### config.mk
export PLATFORM = sky130hd
export DESIGN_NAME = sprite_capture
export DESIGN_NICKNAME = d
export VERILOG_FILES = /design/src/rtl/sprite_capture.sv
export SDC_FILE = /design/constraint.sdc
export NUM_CORES = 1
export LEC_CHECK = 0
export ABC_AREA = 1
export CORE_ASPECT_RATIO = 1.5
export CORE_MARGIN = 2
export CORE_UTILIZATION = 50
export DETAILED_ROUTE_END_ITERATION = 7
export PLACE_DENSITY = 0.85
export SLEW_MARGIN = 20
export SYNTH_ARGS = -nofsm -noshare
export SYNTH_HDL_FRONTEND = slang
export SYNTH_SLANG_ARGS = --single-unit
export TNS_END_PERCENT = 100
### constraint.sdc
create_clock -name clk -period 5.4 [get_ports clk]
set_input_delay 1.35 -clock clk [delete_from_list [all_inputs] [get_ports clk]]
set_output_delay 1.35 -clock clk [all_outputs]
set_load 0.02 [all_outputs]
### src/rtl/sprite_capture.sv
// Copies a 64x64 RGB444 window of one camera frame into the sprite RAM write port.
// Build option: define SPRITE_CAPTURE_KEY_EN to write KEY_COLOR pixels as 12'h000.
module sprite_capture #(
   parameter int          SPRITE_X  = 100,
   parameter int          SPRITE_Y  = 200,
   parameter logic [11:0] KEY_COLOR = 12'h0F0
) (
   input  logic        clk,
   input  logic        reset,
   input  logic        cap_req,
   input  logic        de,
   input  logic [9:0]  x,
   input  logic [9:0]  y,
   input  logic [11:0] rgb,
   output logic        wr_en,
   output logic [11:0] wr_addr,
   output logic [11:0] wr_data,
   output logic        busy,
   output logic        done,
   output logic        err
);

   localparam logic [1:0] IDLE    = 2'd0;
   localparam logic [1:0] ARMED   = 2'd1;
   localparam logic [1:0] CAPTURE = 2'd2;

   // Window bounds at 11 bits so SPRITE_X+63 never wraps past column 1023.
   localparam logic [10:0] X_LO = 11'(SPRITE_X);
   localparam logic [10:0] X_HI = 11'(SPRITE_X + 63);
   localparam logic [10:0] Y_LO = 11'(SPRITE_Y);
   localparam logic [10:0] Y_HI = 11'(SPRITE_Y + 63);

   localparam logic [11:0] LAST_ADDR  = 12'hFFF;
   localparam logic [12:0] FULL_COUNT = 13'd4096;

   logic [1:0]  state;
   logic [12:0] wr_cnt;
   logic [10:0] x11;
   logic [10:0] y11;
   logic        fs;
   logic        win;
   logic [5:0]  dx;
   logic [5:0]  dy;
   logic [11:0] pix_addr;
   logic [11:0] pix_data;
   logic        do_write;
   logic        last_pix;

   assign x11 = {1'b0, x};
   assign y11 = {1'b0, y};
   assign fs  = de && (x == 10'd0) && (y == 10'd0);
   assign win = de && (x11 >= X_LO) && (x11 <= X_HI) && (y11 >= Y_LO) && (y11 <= Y_HI);

   // Low six bits of the offset are all the address needs; the window is exactly 64 wide.
   assign dx       = x[5:0] - X_LO[5:0];
   assign dy       = y[5:0] - Y_LO[5:0];
   assign pix_addr = {dy, dx};

`ifdef SPRITE_CAPTURE_KEY_EN
   assign pix_data = (rgb == KEY_COLOR) ? 12'h000 : rgb;
`else
   logic unused_key;
   assign unused_key = ^KEY_COLOR;
   assign pix_data   = rgb;
`endif

   // The frame-start pixel that opens a capture is still eligible; a later one ends it unwritten.
   assign do_write = win && (((state == ARMED) && fs) || ((state == CAPTURE) && !fs));
   assign last_pix = do_write && (pix_addr == LAST_ADDR);

   always_ff @(posedge clk) begin
      // NOTE: every register here is state, so all assignments are non-blocking; the
      // write port is reset too, giving a defined address/data on the RAM bus after reset.
      if (reset) begin
         state   <= IDLE;
         wr_cnt  <= '0;
         wr_en   <= 1'b0;
         wr_addr <= '0;
         wr_data <= '0;
         busy    <= 1'b0;
         done    <= 1'b0;
         err     <= 1'b0;
      end else begin
         wr_en <= do_write;
         done  <= 1'b0;

         if (do_write) begin
            wr_addr <= pix_addr;
            wr_data <= pix_data;
            wr_cnt  <= wr_cnt + 13'd1;
         end

         case (state)
            IDLE: begin
               if (cap_req) begin
                  state  <= ARMED;
                  busy   <= 1'b1;
                  err    <= 1'b0;
                  wr_cnt <= '0;
               end
            end
            ARMED: begin
               if (fs) state <= CAPTURE;
            end
            CAPTURE: begin
               if (fs) begin
                  state <= IDLE;
                  busy  <= 1'b0;
                  done  <= 1'b1;
                  err   <= (wr_cnt != FULL_COUNT);
               end else if (last_pix) begin
                  state <= IDLE;
                  busy  <= 1'b0;
                  done  <= 1'b1;
                  err   <= ((wr_cnt + 13'd1) != FULL_COUNT);
               end
            end
            default: state <= IDLE;
         endcase
      end
   end

endmodule

; Word-level counts from Yosys, hierarchy flattened
; Index checks and enable logic that the tools add are counted.
[word_totals]
reg_bits = 43
output_inout_bits = 28
wordCells = 61
[op_classes]
n_mux = 18
add_sub_neg = 3
reduce_logical = 19
eq_ne = 8
bitwise_logic = 1
order_cmp = 4
[ops]
columns = operator, count
row1 = two-way mux 13 bit, 3
row2 = != test 13 bit (second input constant), 2
row3 = zero test 10 bit, 2
row4 = adder 13 x 1 -> 13 bit (second input constant), 1
row5 = == test 12 bit (second input constant), 1
row6 = >= comparator 10 x 7 -> 1 bit (second input constant), 1
row7 = >= comparator 10 x 8 -> 1 bit (second input constant), 1
row8 = <= comparator 10 x 8 -> 1 bit (second input constant), 1
row9 = <= comparator 10 x 9 -> 1 bit (second input constant), 1
row10 = logical AND 1 bit, 10
row11 = two-way mux 1 bit, 8
row12 = two-way mux 2 bit, 4
row13 = case mux 2 bit (3 select lines), 1
row14 = AND reduction 3 bit, 2
row15 = subtractor 6 x 4 -> 6 bit (second input constant), 1
row16 = subtractor 6 bit (second input constant), 1
row17 = != test 2 bit (second input constant), 2
row18 = case mux 1 bit (2 select lines), 2
row19 = != test 3 bit (second input constant), 1
row20 = == test 2 x 1 -> 1 bit (second input constant), 1
row21 = == test 2 bit (second input constant), 1
row22 = zero test 2 bit, 1
row23 = nonzero test 2 bit, 1
row24 = OR reduction 2 bit, 1
row25 = 3 further kinds, 3

; Longest topological paths before layout
; Gate-level depths: netlist of run 1.
[logic_depth]
ltp_word = 11
ltp_mapped = 16
ltp_nobuf = 16

; Worst setup path before layout of run 1
; No wires, ideal clock.
[synth_timing]
kind = in2reg
start = input port x[3]
end = register err
arrival_time_ns = 2.556
setup_slack_ns = 2.729
path_stages = 15
path_cell_list = inv_1 ha_1 inv_1 nor2_1 nand2_1 nor2_1 nand3_1 nand2_1 nand2_2 nand3_2 nand2_1 nand2_1 nand2_1 a21oi_1 nor2_1
[synth_via]
elab_chain_cells = 10
[synth_lines]
columns = item, line_no
row1 = start: declaration, 12  ; input logic [9:0] x,
row2 = "parallel branches: the longest is 10 deep, another holds >= comparator 10 x 7 -> 1 bit", --
row3 = end signal: assignment, 110  ; err <= (wr_cnt != FULL_COUNT);
row4 = end signal: assignment, 115  ; err <= ((wr_cnt + 13'd1) != FULL_COUNT);
row5 = end: declaration, 20  ; output logic err
; Parallel ways; which one is timed is not known.
; A chain may end at the register's enable or synchronous reset.

; Worst setup path after layout of run 1
[layout_timing]
start = input port x[2]
end = register wr_cnt[0]
[layout_via]
elab_chain_cells = 10
[layout_lines]
columns = item, line_no
row1 = "parallel branches: the longest is 6 deep, another holds >= comparator 10 x 7 -> 1 bit", --
row2 = logical AND 1 bit (*), 68  ; assign do_write = win && (((state == ARMED) && fs) || ((state == CAPTURE) && !fs));
row3 = two-way mux 13 bit (*), 87  ; if (do_write) begin
row4 = two-way mux 13 bit, 95  ; if (cap_req) begin
row5 = two-way mux 13 bit (*), 93  ; case (state)
row6 = end signal: assignment, 90  ; wr_cnt <= wr_cnt + 13'd1;
row7 = end: declaration, 37  ; logic [12:0] wr_cnt;
; Mark *: on every way between the ends.

==> reports/qor.txt, run 1 <==
post-route setup slack - 2.045 ns
Synth top area share - 38.18%
Final Util - 69.14%
cts hold-fix bufs - 0
GP Congestion - 0.9616
final worst path period need - 3.355 ns
DRT antenna net count - 0
part of the Yosys area used for sequential elements - 38.18%
CTS sink cnt - 43
ys flop type - dfxtp_1
Max Freq - 298.0 MHz
slowest CP cell - clkdlybuf4s50_1
worst hold-check path type - register to register
Final Power - 0.5796 mW
crit path buf inv count - 4
reg-to-reg critical path endpoint - err
dpl cell area - 2879 um2
clk buf depth - 2
Fill cells - 396
Core ar. - 4282 um2
Synth cell types - 28
Die X - 58.83 um
Seq cells post-synth - 43
vias - 2355
maximum number of pins on one net before global-route repair - 53
Via density - 5.245
Setup Skew - 0.005680 ns
hpwl dp - 4279 um
Largest stage delay, worst path - 0.44 ns
Worst setup EP type - register
number of setup violations in the final report - 0
diode count - 0
Yosys warning count - 0
CTS Root Cell - clkbuf_8
multi-input logic area - 1200 um2
DP Cell Count - 441
Hold Fails Final Rpt - 0
cts repair resizes - 0
Initial DRC Count - 108
final wirelength - 5514 um
Netlist Area Pre-Place - 2255 um2
wire per inst - 12.28 um
Port-buffer cells - 63
total of max-cap violations - 0
vias in the first global route - 2244
GRT overflow - 0
Storage cell area - 860.8 um2
Worst EP arrival - 3.58 ns
Non-Filler Instances - 449
worst-path fanout max - 52
status - completed
Global Route Usage Sum - 23.31%
hold slack - 0.4660 ns
Syn-to-layout area delta - 31.30%
CTS tree - done
Gate Count Post-Synth - 342
Worst R2R Path Depth - 12
row cnt - 29
first-pass GRT wire length - 9308 um
CP top delay family - buffers and inverters
chip height - 86.24 um
Hold Crit Depth - 2
WHS Endpoint - busy
DRC - 0
top cell types by occurrence after synthesis - nor2_1 (81), nand2_1 (57), dfxtp_1 (43)
share of cells above drive strength 1 - 4.467%
Mapped Nets - 383
die footprint - 5074 um2
RSZ-0062 raised after global routing - false
Worst Setup SP - x[2]
Clock Latency Late Sink - 0.29 ns
CTS Buf Count - 5
Initial Util - 52.66%
worst slew pin tran - 0.7380 ns
final max-slew violation count - 0
worst rel slew slack - 50.62%
first drt pass iteration count - 4
setup TNS - 0 ns
worst IR drop on VDD - 0.0001736 V
pwr dens - 195.8 nW/um2
Critical Path, Cell by Cell - clkdlybuf4s50_1 -> inv_1 -> ha_1 -> inv_1 -> nor2_1 -> nand4_1 -> nand2_1 -> nand2_1 -> nor2_2 -> nand2_4 -> inv_4 -> o21ai_0 -> a21oi_1
NumNets Final - 443
R2R setup slack - 3.52 ns
main area contributors after synthesis - dfxtp_1 (38%), nor2_1 (13%), nand2_1 (9.5%)
initial antenna violation count - 0
worst hold path startpoint - busy
fraction of registers with async set/reset - 0%
Leakage - 1.201 nW
Critical Path RT - 5.63 ns
Yosys top cell by area - dfxtp_1
Post CTS Setup Buffer Count - 0
reg-to-reg critical path startpoint - wr_cnt[0]
most frequent cell after synthesis - nor2_1
final instance area - 2960 um2
Place WS - 1.766 ns
CP Class - primary input to register
clk slew on worst S/H paths - 0.07 ns
syn_area_per_cell - 6.593 um2
period utilization - 62.13%
Post-synth EDFFs - 0
# H-tree levels - 2
CP Launch Type - primary input
io pins - 64
## sequential cells by signal, summed over array words and instances (netlist names)
signal	flops
busy	1
done	1
err	1
state	2
wr_addr	12
wr_cnt	13
wr_data	12
wr_en	1
## placed cells by master, fill, tap and decap left out, drive strengths merged
master	netlist	layout
ha	5	5
nor2	88	88
a21oi	20	20
o21a	1	1
xor2	4	4
nor4	1	1
nor3	6	6
o21ai	42	42
clkbuf	3	7
xnor2	2	2
inv	34	34
clkinv	0	1
clkdlybuf4s50	0	63
dfxtp	43	43
o21bai	1	1
nand3	19	19
nand4	7	7
nand2	59	59
## worst min-delay path, cell delays in order (launching register included)
cell and delay (ns):
dfxtp_1 0.31, nand2_1 0.06, a21oi_1 0.05
## final cells by class
class | count | area share (%)
Clock inverter | 1 | 0.1691
Tap cell | 46 | 1.944
Clock buffer | 7 | 2.578
Multi-Input combinational cell | 255 | 40.53
Sequential cell | 43 | 29.08
Timing Repair Buffer | 63 | 21.30
Inverter | 34 | 4.396
## kinds of logic (layout without fill, tap and decap cells)
logic type / count (synthesis) / in the layout / synth area share [%]
flops: 43 / 43 / 38.18
compound gates: 64 / 64 / 14.43
buf+inv: 44 / 105 / 8.601
xor+xnor: 6 / 6 / 2.331
fa+ha+maj: 5 / 5 / 2.775
simple gates: 180 / 180 / 33.69
## routing by layer
| metal | global-route usage [%] | up-vias | part of all wire [%] |
|---|---|---|---|
| met2 | 44.44 | 62 | 56 |
| met1 | 23.95 | 1058 | 38 |
| met5 | 0 | - | 0 |
| met4 | 10.95 | 0 | 3.1 |
| met3 | 3.134 | 17 | 3.4 |
| li1 | - | 1218 | - |
## worst max path at each step
stage	end	slack, ns	cells past startpoint
2_1_floorplan	err	2.73	15
3_3_place_gp	wr_cnt[0]	1.87	14
3_5_place_dp	wr_cnt[0]	1.77	13
4_1_cts	wr_cnt[0]	2.07	13
5_1_grt	wr_cnt[5]	1.83	13
6_report	wr_cnt[0]	2.04	13
## power by group
group          internal [mW]  leakage (nW)  total, mW  switching [mW]
sequential             0.319         0.347      0.320         0.00102
combinational         0.0356         0.812     0.0687          0.0330
clock                 0.0907        0.0422      0.191           0.101
total                  0.445          1.20      0.580           0.135
Note: power is estimated with default switching activity, not from simulation.
==> run 2, diff against run 1 <==
CORE_UTILIZATION = 48   (was 50)
PLACE_DENSITY = 0.82   (was 0.85)
clock period = 3.3 ns   (was 5.4 ns; I/O delays follow)
==> run 2 against run 1 <==
Effect of this change: core utilization decreased by 2.5 points; hold slack improved by 0.0044 ns; highest routed layer unchanged; power up 82%; clock power grew 120%; worst setup slack worse by 1.6 ns.
==> reports/qor.txt, run 2 (synthesized netlist as in run 1, its figures left out) <==
initial antenna violation count - 0 (unchanged)
vias - 2365 (+0.42%)
Final Power - 1.056 mW (+82%)
NumNets Final - 444 (+0.23%)
R2R setup slack - 1.51 ns (-2.01 ns)
share of cells above drive strength 1 - 5.198% (+0.73 points)
io pins - 64 (unchanged)
final max-slew violation count - 0 (unchanged)
Global Route Usage Sum - 23.34% (+0.038 points)
DRC - 0 (unchanged)
Critical Path, Cell by Cell - clkdlybuf4s50_1 -> inv_1 -> ha_1 -> inv_1 -> nor2_1 -> nand4_1 -> nand2_1 -> nand2_1 -> nor2_2 -> nand2_4 -> inv_4 -> o21ai_0 -> a21oi_1
reg-to-reg critical path endpoint - err
Largest stage delay, worst path - 0.44 ns (about the same)
Via density - 5.053 (-3.7%)
Leakage - 1.224 nW (+1.9%)
worst-path fanout max - 52 (unchanged)
first-pass GRT wire length - 9432 um (+1.3%)
Worst Setup SP - x[2]
CP Launch Type - primary input
CP Class - primary input to register
CTS Buf Count - 5 (unchanged)
Worst R2R Path Depth - 12 (unchanged)
CTS Root Cell - clkbuf_8
number of setup violations in the final report - 0 (unchanged)
worst rel slew slack - 53.02% (+2.4 points)
DRT antenna net count - 0 (unchanged)
Setup Skew - 0.009816 ns (+0.004136 ns)
Hold Fails Final Rpt - 0 (unchanged)
GP Congestion - 0.8448 (-12%)
first drt pass iteration count - 4 (unchanged)
crit path buf inv count - 4 (unchanged)
setup TNS - 0 ns (unchanged)
maximum number of pins on one net before global-route repair - 53 (unchanged)
clk slew on worst S/H paths - 0.08 ns (about the same)
row cnt - 30 (+3.4%)
final worst path period need - 2.836 ns
Post CTS Setup Buffer Count - 0 (unchanged)
period utilization - 85.94%
Clock Latency Late Sink - 0.30 ns (about the same)
Initial DRC Count - 85 (-21%)
Initial Util - 49.64% (-3.0 points)
diode count - 0 (unchanged)
worst slew pin tran - 0.7021 ns (-0.03584 ns)
worst hold-check path type - register to register
total of max-cap violations - 0 (unchanged)
slowest CP cell - clkdlybuf4s50_1
reg-to-reg critical path startpoint - wr_cnt[0]
Place WS - 0.1821 ns (-1.584 ns)
wire per inst - 12.09 um (-1.5%)
Critical Path RT - 3.52 ns (-2.11 ns)
cts repair resizes - 0 (unchanged)
chip height - 87.94 um (+2.0%)
Port-buffer cells - 63 (unchanged)
GRT overflow - 0 (unchanged)
RSZ-0062 raised after global routing - false
die footprint - 5273 um2 (+3.9%)
Worst setup EP type - register
clk buf depth - 2 (unchanged)
Die X - 59.96 um (+1.9%)
Core ar. - 4542 um2 (+6.1%)
CTS tree - done
CTS sink cnt - 43 (unchanged)
CP Depth - 13 (unchanged)
worst setup path endpoint - wr_cnt[3]
final wirelength - 5659 um (+2.6%)
worst IR drop on VDD - 0.0002191 V (+26%)
CP top delay family - buffers and inverters
commonest cells after routing, fill and taps aside - nor2_1 (81), clkdlybuf4s50_1 (63), nand2_1 (57)
cts hold-fix bufs - 0 (unchanged)
hpwl dp - 4410 um (+3.1%)
vias in the first global route - 2252 (+0.36%)
Syn-to-layout area delta - 34.24%
# H-tree levels - 2 (unchanged)
Largest register FFs - 13 (unchanged)
pwr dens - 348.9 nW/um2 (+78%)
commonest non-fill, non-tap cell in the layout - nor2_1
biggest regs - wr_cnt (13), wr_addr (12), wr_data (12)
Worst EP arrival - 3.06 ns (-0.52 ns)
post-route setup slack - 0.4638 ns (-1.581 ns)
status - completed
Max Freq - 352.6 MHz
Top reg by flops - wr_cnt
==> run 2: per-layer routing <==
layer | up-vias | global-route usage [%] | wire (um)
li1 | 1225 | - | -
met1 | 1062 | 24.04 | 2170
met2 | 64 | 43.18 | 3052
met3 | 14 | 3.988 | 229
met4 | 0 | 12.32 | 206
met5 | - | 0 | 0
==> run 2: worst min-delay path by stage <==
stage | from | endpoint | slack (ns) | depth (start not counted)
2_1_floorplan | wr_cnt[0] | wr_cnt[0] | 0.47 | 1
3_3_place_gp | wr_data[7] | wr_data[7] | 0.46 | 2
3_5_place_dp | busy | busy | 0.46 | 2
4_1_cts | busy | busy | 0.47 | 2
5_1_grt | busy | busy | 0.49 | 2
6_report | busy | busy | 0.47 | 2
==> run 2: cell type report <==
| cell class | count | area, um2 |
|---|---|---|
| clock buffer | 6 | 82.58 |
| tap | 64 | 80.08 |
| fill | 427 | 1515 |
| sequential | 43 | 860.8 |
| timing repair buffer | 64 | 638.1 |
| clock inverter | 2 | 35.03 |
| multi-input combinational | 255 | 1200 |
| inverter | 34 | 130.1 |
==> run 2: report_power, final <==
part / switching, mW / internal (mW)
Clock: 0.176 / 0.245
Combinational: 0.0541 / 0.0583
Sequential: 0.00163 / 0.521
==> run 2: through the flow <==
| stage | util [%] | hold WS, ns | area, um2 | instances |
|---|---|---|---|---|
| final | 66.64 | 0.4704 | 3027 | 468 |
| after floorplan | - | 0.4702 | 2255 | 342 |
| after detailed placement | 64.05 | 0.4631 | 2909 | 460 |
| after global routing | 66.64 | 0.4912 | 3027 | 468 |
| after global placement | 64.05 | 0.4626 | 2909 | 460 |
| after CTS | 66.64 | 0.4742 | 3027 | 468 |
==> run 2: worst reg2reg max path, stage by stage, from the launching register on <==
cell     delay [ns]
dfxtp_1        0.42
ha_1           0.20
nand2_1        0.13
nor2_2         0.20
nand3_1        0.14
nand2_1        0.11
nand2_1        0.06
nor2_1         0.09
nand4_1        0.11
nand2_1        0.08
nand3_1        0.07
nand2_1        0.06
nor2_1         0.04
==> run 3, diff against run 2 <==
CORE_MARGIN = unset   (was 2)
GPL_TIMING_DRIVEN = 0   (was unset)
==> run 3 against run 2 <==
Effect of this change: power decreased by 2.6%; non-clock buffer count grew 9; hold slack got worse by 0.0027 ns; core utilization is 1.0 points higher; count of clock-buffer cells in the layout is the same; critical path depth did not move; routed wire length rose by 0.53%; sequential power barely moved; cell count is 1.7% lower; flip-flop and latch count unchanged; global-route usage rose by 1.4 points.
==> reports/qor.txt, run 3 (synthesized netlist as in run 1, its figures left out) <==
status - completed
Initial DRC Count - 87 (+2.4%)
final worst path period need - 2.667 ns (-0.1692 ns)
Largest stage delay, worst path - 0.57 ns (+0.13 ns)
Place WS - 0.3313 ns (+0.1492 ns)
hpwl dp - 4437 um (+0.63%)
GP Congestion - 0.9012 (+6.7%)
worst rel slew slack - 74.25% (+21 points)
GRT overflow - 0 (unchanged)
initial antenna violation count - 0 (unchanged)
Global Route Usage Sum - 24.70% (+1.4 points)
vias - 2371 (+0.25%)
Port-buffer cells - 63 (unchanged)
Via density - 5.154 (+2.0%)
maximum number of pins on one net before global-route repair - 13 (-75%)
Final Power - 1.029 mW (-2.6%)
Max Freq - 375.0 MHz (+6.3%)
clk buf depth - 2 (unchanged)
DRC - 0 (unchanged)
Worst EP arrival - 2.85 ns (-0.21 ns)
first-pass GRT wire length - 9632 um (+2.1%)
CTS sink cnt - 43 (unchanged)
chip height - 85.94 um (-2.3%)
Post CTS Setup Buffer Count - 0 (unchanged)
Syn-to-layout area delta - 35.18%
Largest register FFs - 13 (unchanged)
slowest CP cell - clkdlybuf4s50_1
vias in the first global route - 2259 (+0.31%)
wire per inst - 12.37 um (+2.3%)
Leakage - 1.249 nW (+2.0%)
final wirelength - 5689 um (+0.53%)
die footprint - 4981 um2 (-5.5%)
biggest regs - wr_cnt (13), wr_addr (12), wr_data (12)
Critical Path RT - 3.49 ns (-0.03 ns)
CP dominant cell by count - nand2_1
share of cells above drive strength 1 - 6.068% (+0.87 points)
Core ar. - 4504 um2 (-0.83%)
Flop pwr share - 50.9% (+1.4 points)
Non-Filler Instances - 460 (-1.7%)
DP Cell Count - 453 (-1.5%)
cts hold-fix bufs - 0 (unchanged)
CP top delay family - simple AND/OR/NAND/NOR gates
Final Util - 67.67% (+1.0 points)
Top reg by flops - wr_cnt
row cnt - 30 (unchanged)
hold slack - 0.4676 ns (-0.002747 ns)
post-route setup slack - 0.6330 ns (+0.1692 ns)
Setup Skew - 0.009144 ns (-0.0006715 ns)
DRT antenna net count - 0 (unchanged)
CTS Buf Count - 5 (unchanged)
R2R setup slack - 1.42 ns (-0.09 ns)
worst IR drop on VDD - 0.0002723 V (+24%)
crit path buf inv count - 2 (-2)
diode count - 0 (unchanged)
Hold Fails Final Rpt - 0 (unchanged)
dpl cell area - 2945 um2 (+1.2%)
pwr dens - 337.5 nW/um2 (-3.3%)
number of setup violations in the final report - 0 (unchanged)
Sw Share - 21.99% (+0.074 points)
commonest cells after routing, fill and taps aside - nor2_1 (81), clkdlybuf4s50_1 (63), nand2_1 (57)
CTS Root Cell - clkbuf_8
worst hold-check path type - register to register
Critical Path, Cell by Cell - clkdlybuf4s50_1 -> inv_2 -> ha_1 -> nor3_1 -> nand4_1 -> nor2_1 -> nand3_2 -> nand2_1 -> nand2_1 -> nand2_1 -> nand3_1 -> nand2_1 -> nor2_1
CP Launch Type - primary input
internal power - 0.8025 mW (-2.7%)
cts repair resizes - 0 (unchanged)
clk slew on worst S/H paths - 0.08 ns (about the same)
final instance area - 3048 um2 (+0.70%)
Clock Latency Late Sink - 0.29 ns (about the same)
first drt pass iteration count - 4 (unchanged)
worst slew pin tran - 0.3862 ns (-0.3159 ns)
setup TNS - 0 ns (unchanged)
NumNets Final - 453 (+2.0%)
# H-tree levels - 2 (unchanged)
Initial Util - 50.06% (+0.41 points)
Clk network pwr share - 38.1% (-1.7 points)
Worst setup EP type - register
CTS tree - done
Die X - 57.96 um (-3.3%)
io pins - 64 (unchanged)
RSZ-0062 raised after global routing - false
Comb pwr share - 11.0% (+0.4 points)
commonest non-fill, non-tap cell in the layout - nor2_1
period utilization - 80.82% (-5.1 points)
total of max-cap violations - 0 (unchanged)
worst-path fanout max - 5 (-90%)
Switch Pwr - 0.2263 mW (-2.3%)
CP Class - primary input to register
final max-slew violation count - 0 (unchanged)
==> run 3: layout make-up <==
cell class	instances	area, um2
multi-input cells	255	1200
well taps	48	60.06
flip-flops and latches	43	860.8
clock inverters	1	30.03
plain buffers	10	63.81
inverters	34	130.1
clock buffers	6	72.57
repair buffers	63	630.6
fillers	394	1456
==> run 3: final timing paths <==
| path | cells after the start | from | to |
|---|---|---|---|
| max | 13 | y[3] | err |
| min | 2 | busy | busy |
| max reg2reg | 12 | wr_cnt[0] | err |
| min reg2reg | 2 | busy | busy |
==> run 3: worst min-delay path: cells and delay by family, from the launching register on <==
| family | cells | cell delay (ns) |
|---|---|---|
| AO/OA/AOI/OAI | 1 | 0.05 |
| flip-flops | 1 | 0.31 |
| AND/OR/NAND/NOR | 1 | 0.06 |
==> run 3: per-layer routing <==
metal	vias up	track usage [%]	wire length (um)
met3	16	3.469	163
met4	0	13.20	182
met5	-	0	0
met1	1055	27.40	2269
li1	1238	-	-
met2	62	44.31	3074
==> run 3: power by group through the flow <==
stage / clock network (mW) / registers, mW / logic, mW
global placement: 0 / 0.535 / 0.112
CTS: 0.398 / 0.523 / 0.114
floorplan: 0 / 0.538 / 0.0453
global route: 0.418 / 0.524 / 0.128
finish: 0.392 / 0.523 / 0.114
detailed placement: 0 / 0.535 / 0.113
